[src/rtl/buffer_reader.sv]
// buffer_reader: drains a 1-cycle-latency FIFO into a valid/ready stream
// through a two-entry skid store (head, tail).
// Optional feature: define BUFFER_READER_COUNT_EN to add the rd_count port,
// a wrapping count of words delivered to the consumer.
module buffer_reader #(
  parameter int unsigned N = 32
) (
  input  logic         clk,
  input  logic         rst,
  input  logic [N-1:0] fifo_dout,
  input  logic         fifo_empty,
  output logic         fifo_rd_en,
  output logic [N-1:0] m_data,
  output logic         m_valid,
  input  logic         m_ready
`ifdef BUFFER_READER_COUNT_EN
  ,
  output logic [N-1:0] rd_count
`endif
);

  typedef enum logic [1:0] {
    EMPTY = 2'd0,
    ONE   = 2'd1,
    TWO   = 2'd2
  } occ_e;

  occ_e         state_q, state_d;
  logic         inflight_q, inflight_d;
  logic [N-1:0] head_q, head_d;
  logic [N-1:0] tail_q, tail_d;
  logic [2:0]   level;
  logic         capture;
  logic         pop;

  // A read issued last cycle always lands this cycle, so the in-flight flag
  // doubles as the capture strobe.
  assign capture = inflight_q;
  assign pop     = m_valid & m_ready;

  // State register: occupancy, in-flight flag and the two skid entries.
  always_ff @(posedge clk) begin
    if (rst) begin
      state_q    <= EMPTY;
      inflight_q <= 1'b0;
      head_q     <= '0;
      tail_q     <= '0;
    end else begin
      state_q    <= state_d;
      inflight_q <= inflight_d;
      head_q     <= head_d;
      tail_q     <= tail_d;
    end
  end

  // Next state: capture fills, pop drains; simultaneous capture and pop
  // shifts the store forward by one while holding occupancy.
  always_comb begin
    state_d    = state_q;
    head_d     = head_q;
    tail_d     = tail_q;
    inflight_d = fifo_rd_en ? 1'b1 : (capture ? 1'b0 : inflight_q);
    case ({capture, pop})
      2'b10: begin
        case (state_q)
          EMPTY: begin
            head_d  = fifo_dout;
            state_d = ONE;
          end
          ONE: begin
            tail_d  = fifo_dout;
            state_d = TWO;
          end
          default: ;
        endcase
      end
      2'b01: begin
        case (state_q)
          ONE: state_d = EMPTY;
          TWO: begin
            head_d  = tail_q;
            state_d = ONE;
          end
          default: ;
        endcase
      end
      2'b11: begin
        case (state_q)
          ONE: head_d = fifo_dout;
          TWO: begin
            head_d = tail_q;
            tail_d = fifo_dout;
          end
          default: ;
        endcase
      end
      default: ;
    endcase
  end

  // Outputs: stream from the head entry; read whenever the words already held
  // or in flight, less the one leaving now, leave room in the store.
  always_comb begin
    m_valid    = !rst && (state_q != EMPTY);
    m_data     = rst ? '0 : head_q;
    level      = {1'b0, state_q} + {2'b00, inflight_q};
    fifo_rd_en = !rst && !fifo_empty &&
                 (level < ((m_valid && m_ready) ? 3'd3 : 3'd2));
  end

`ifdef BUFFER_READER_COUNT_EN
  logic [N-1:0] count_q;

  // Delivered-word counter, wraps naturally at 2^N.
  always_ff @(posedge clk) begin
    if (rst) begin
      count_q <= '0;
    end else if (pop) begin
      count_q <= count_q + N'(1);
    end
  end

  assign rd_count = count_q;
`endif

`ifndef SYNTHESIS
  // A full store must never receive a word unless one leaves the same cycle.
  always_ff @(posedge clk) begin
    if (!rst) begin
      assert (!(state_q == TWO && capture && !pop));
    end
  end
`endif

endmodule

[config.mk]
export PLATFORM = sky130hd
export DESIGN_NAME = buffer_reader
export DESIGN_NICKNAME = d
export VERILOG_FILES = /design/src/rtl/buffer_reader.sv
export SDC_FILE = /design/constraint.sdc
export NUM_CORES = 1
export LEC_CHECK = 0
export CAP_MARGIN = 5
export CORE_UTILIZATION = 52
export DETAILED_ROUTE_END_ITERATION = 8
export PLACE_DENSITY = 0.83
export SLEW_MARGIN = 10
export SYNTH_ARGS = -nofsm -noshare
export SYNTH_HDL_FRONTEND = slang
export SYNTH_SLANG_ARGS = --single-unit
[constraint.sdc]
create_clock -name clk -period 2.15 [get_ports clk]
set_input_delay 0.43 -clock clk [delete_from_list [all_inputs] [get_ports clk]]
set_output_delay 0.43 -clock clk [all_outputs]
set_load 0.02 [all_outputs]
# --- Yosys cells after proc, flatten, opt, wreduce, memory -nomap -nowiden ---
# Index checks and enable logic that the tools add are counted.
totals:
  reg_bits: 67
  latch_bits: 0
  mem_bits_rw: 0
  mem_bits_ro: 0
  inputBits: 36
  output_inout_bits: 34
  word_cells: 46
  mem_count: 0
classes:
  n_addsub: 1
  n_mul: 0
  div: 0
  order_cmp: 1
  n_eq_ne: 12
  shifts: 0
  mux: 13
  n_bitwise: 1
  n_reduce_logical: 14
ops:
  columns: ["op", "n"]
  rows:
  - ["two-way mux 32 bit", 5]
  - ["one-hot mux 32 bit (2 select lines)", 2]
  - ["one-hot mux 32 bit (3 select lines)", 1]
  - ["one-hot mux 2 bit (2 select lines)", 3]
  - ["equality test 2 bit, second input constant", 3]
  - ["inequality test 2 bit, second input constant", 3]
  - ["inequality test 3 x 2 -> 1 bit, second input constant", 2]
  - ["AND reduction 3 bit", 2]
  - ["nonzero test 2 bit", 3]
  - ["equality test 2 x 1 -> 1 bit, second input constant", 2]
  - ["logical AND 1 bit", 4]
  - ["AND reduction 4 bit", 1]
  - ["adder 2 x 1 -> 3 bit", 1]
  - ["less-than comparator 3 x 2 -> 1 bit", 1]
  - ["inequality test 3 bit, second input constant", 1]
  - ["nonzero test 3 bit", 1]
  - ["zero test 1 bit", 2]
  - ["zero test 2 bit", 1]
  - ["two-way mux 1 bit", 2]
  - ["inequality test 2 x 1 -> 1 bit, second input constant", 1]
  - ["bitwise AND 1 bit", 1]

# --- Logic depth before layout (Yosys ltp) ---
logic_depth:
  word_depth: 7
  ltp_mapped: 7
  ltp_nobuf: 6

# --- Worst setup path before layout ---
# No wires, ideal clock.
synth_path:
  path_kind: "register to output"
  from: "register state_q[0]"
  to: "output port fifo_rd_en"
  t_arrival_ns: 2.183
  required_ns: 1.720
  setup_slack_ns: -0.463
  path_stages_with_launch: 6
  path_buffers: 0
  cell_sequence: "dfxtp_1 > inv_1 > ha_1 > nor3b_4 > nand2b_1 > a2111oi_0"
synth_between:
  elab_chain_len: 6
  word_cells_on_any_way: 7
  cone_classes: "add/sub: 1; order compare: 1; mux: 1; reduce/logical: 4"
synth_rtl:
  columns: ["element", "line_no", "rtl"]
  rows:
  - ["start: declaration", "28", "occ_e state_q, state_d;"]
  - ["start signal: assignment", "49", "state_q <= state_d;"]
  - ["nonzero test 2 bit", "104", "m_valid = !rst && (state_q != EMPTY);"]
  - ["logical AND 1 bit", "104", null]
  - ["logical AND 1 bit", "108", "(level < ((m_valid && m_ready) ? 3'd3 : 3'd2));"]
  - ["two-way mux 1 bit", "108", null]
  - ["less-than comparator 3 x 2 -> 1 bit (*)", "108", null]
  - ["logical AND 1 bit (*)", "107", "fifo_rd_en = !rst && !fifo_empty &&"]
  - ["end: declaration", "12", "output logic fifo_rd_en,"]
# Mark *: on every way between the ends. The rest lies on a longest branch, timed or not.

# --- Final worst setup path ---
# Ends and elaborated chain as after synthesis.

==> flow_summary_export.csv <==
group,metric,value,unit
status,outcome,"complete, no violations",
sta,tightest_slew,0.399,ns
cells_and_area,fin_area,4780,um2
place,dpl_cell_area,4460,um2
sta,fin_crit_sh,99.3,%
detailed_routing,via_per_inst,5.18,
detailed_routing,first_pass_iters,4,
clocking,h-tree-depth,3,
sta,period_minus_slack,2.13,ns
yosys,postSynthCellCount,348,
power,ir_drop,510,uV
setup_path,worst-setup-path-type,"reg2out",
die,core_area,6490,um2
yosys,synth-simple-area-share,24.3,%
global_route,grt_max_degree,57,
yosys,synth_edf_count,0,
setup_path,crit_required,1.72,ns
setup_path,cp_data_arrival_time,1.70,ns
clocking,clock_path_buffers,2,
cells_and_area,seqCellArea,1340,um2
detailed_routing,ant_nets,0,
die,start_util,55.2,%
sta,hold_viol,0,
die,fp-row-count,29,
setup_path,cp_cell_sequence,"buf_4 > ha_4 > ha_4 > a2111oi_4 > buf_4",
yosys,synth_compound_area_share,13.6,%
yosys,async_flop_share,0,%
detailed_routing,drt_wl_total,7.16,mm
yosys,yosys.area.top_type,"dfxtp_1",
yosys,synth_top_area_share,37.4,%
sta,grt_setup_unrepaired,"true",
clocking,clock_sinks,67,
yosys,synth-xor-area-share,0,%
setup_path,crit_path_top_delay_cell,"dfxtp_2",
setup_path,critPathMaxFanout,2,
cells_and_area,multi_input_area,2120,um2
clocking,cts_tree,"built",
global_route,grt_pass1_wl,12.0,mm
yosys,synthMuxAreaShare,17.9,%
cells_and_area,fin_nets,462,
setup_path,critPathMaxStageDelay,0.33,ns
run,maxCapViolCount,0,
worst_hold_path,hp-class,"reg2reg",
setup_path,critPathBufInv,2,
cells_and_area,drive_gt1_share,25.6,%
die,io_pins,70,
yosys,yosysMostFrequentCell,"dfxtp_1",
yosys,ys_types,27,
global_route,grt_antenna_before_repair,0,
yosys,synth-adder-area-share,1.75,%
power,p_per_area,662,nW/um2
setup_path,path_delay_family,"adder cells",
sta,setup_violations,0,
clocking,clock-root-buffer,"clkbuf_8",
place,dp_hpwl,4.72,mm
sta,maxSlewHeadroom,72.7,%
global_route,first_global_vias,2564,
die,die_h,85.0,um
detailed_routing,dr.first_iter.drc_count,77,
global_route,grt.overflow.total,0,
clocking,cts_hold_buffers,0,
yosys,synth_fp_nets,389,
power,p_leak,2.21,nW
yosys,ys_top_cells_by_area,"dfxtp_1 (37%), mux2i_1 (18%), nand2b_1 (12%)",
yosys,ys_seq_elements,67,
global_route,grtUsageTotal,21.0,%
detailed_routing,drc_errors,0,
clocking,worst_skew_pair.late_latency,0.34,ns
cells_and_area,antenna_cells,0,
cells_and_area,fill_cells,469,
setup_path,end_kind,"primary output",
sta,finClkSkew,0.0103,ns
clocking,cts_inserted_buffers,9,
setup_path,critPathLaunchType,"flip-flop",
yosys,synth_commonest_cells,"dfxtp_1 (67), nand2b_1 (66), mux2i_1 (64), nor2b_1 (33)",
sta,slew_viol_final,0,
die,fp.dieArea,7230,um2
place,port_buffers,69,
yosys,ys_warn_count,0,
sta,timing.fmax,0.468,GHz
yosys,synthFlopType,"dfxtp_1",
detailed_routing,wl_per_cell,14.2,um
place,gp_congestion,0.739,
yosys,synth_top_family_by_area,"simple AND/OR/NAND/NOR gates",
cells_and_area,area_delta_synth_final,33.4,%
sta,setup_tns,0,ns
yosys,ys_seq_area_share,37.4,%
yosys,syn_avg_cell_area,10.3,um2
yosys,synth_area,3580,um2
die,die_w,85.0,um
detailed_routing,vias,2608,
clocking,path_clk_slew,0.07,ns
-- area by class of cell --
type,count,area share [%]
clock inverters,7,1.94
well taps,77,2.01
flip-flops and latches,67,28.1
inverters,5,0.392
multi-input cells,249,44.4
clock buffers,9,2.59
repair buffers,89,20.5
-- through the flow --
| stage | setup slack [ns] | hold WS [ns] | util (%) | total power [W] | cells |
|---|---|---|---|---|---|
| 2_1_floorplan | 0.0346 | 0.448 | - | 0.00181 | 348 |
| 3_3_place_gp | -0.478 | 0.457 | 68.7 | 0.00202 | 486 |
| 3_5_place_dp | -0.525 | 0.463 | 68.7 | 0.00204 | 486 |
| 4_1_cts | 0.00158 | 0.477 | 72.6 | 0.00320 | 502 |
| 5_1_grt | -0.0633 | 0.494 | 73.6 | 0.00332 | 503 |
| 6_report | 0.0151 | 0.473 | 73.6 | 0.00317 | 503 |
-- state kept, by name, summed over array words and instances (netlist names) --
| name | flops |
|---|---|
| capture | 1 |
| state_q | 2 |
| head_q | 32 |
| tail_q | 32 |
-- placed cells by master (no fill, tap or decap), types with 2 or more instances in the layout --
master and n:
clkinv_4 2, buf_12 8, ha_1 2, a211oi_2 28, clkdlybuf4s50_1 44, mux2i_1 64
dlygate4sd2_1 3, nand2_1 2, clkbuf_8 9, inv_2 4, nor2b_1 33, clkinv_2 3
dfxtp_2 2, nor2_2 28, nor2_1 6, nand2b_1 66, a31oi_1 2, dfxtp_1 65
a211oi_1 4, bufinv_16 2, buf_4 14, dlymetal6s2s_1 20, ha_4 3
-- cells by family after synthesis --
group / after synthesis
and+or+nand+nor: 137
DFF: 67
muxes: 64
AOI/OAI and AO/OA: 43
buffers and inverters: 32
adders and majority gates: 5
-- path summary, 6_finish.rpt --
kind         slack (ns)          to  startpoint  cells past startpoint
max                0.02  fifo_rd_en  state_q[0]                      5
min                0.47  tail_q[23]  tail_q[23]                      2
max reg2reg        0.21  head_q[21]  state_q[1]                      8
min reg2reg        0.47  tail_q[23]  tail_q[23]                      2
-- repair_timing --
item	4_1_cts	5_1_grt
setup endpoints to repair	3	21
buffers inserted	0	1
cloned	0	0
gates resized for setup	16	23
pin swaps	3	0
-- tightest hold or removal path: stages (launching register included) --
cell	delay, ns
dfxtp_1	0.31
nand2b_1	0.06
mux2i_1	0.05
-- power by group --
part / internal, W / switching [W] / total [W]
Combinational: 0.000340 / 0.000320 / 0.000660
Sequential: 0.00132 / 0.0000448 / 0.00136
Clock: 0.000651 / 0.000495 / 0.00115
-- layer usage --
layer | global-route usage (%) | share of wire (%)
met1 | 26.5 | 45
met2 | 35.0 | 49
met3 | 4.67 | 4.4
met4 | 8.17 | 1.2
met5 | 0 | 0
(Power assumes the default switching activity.)
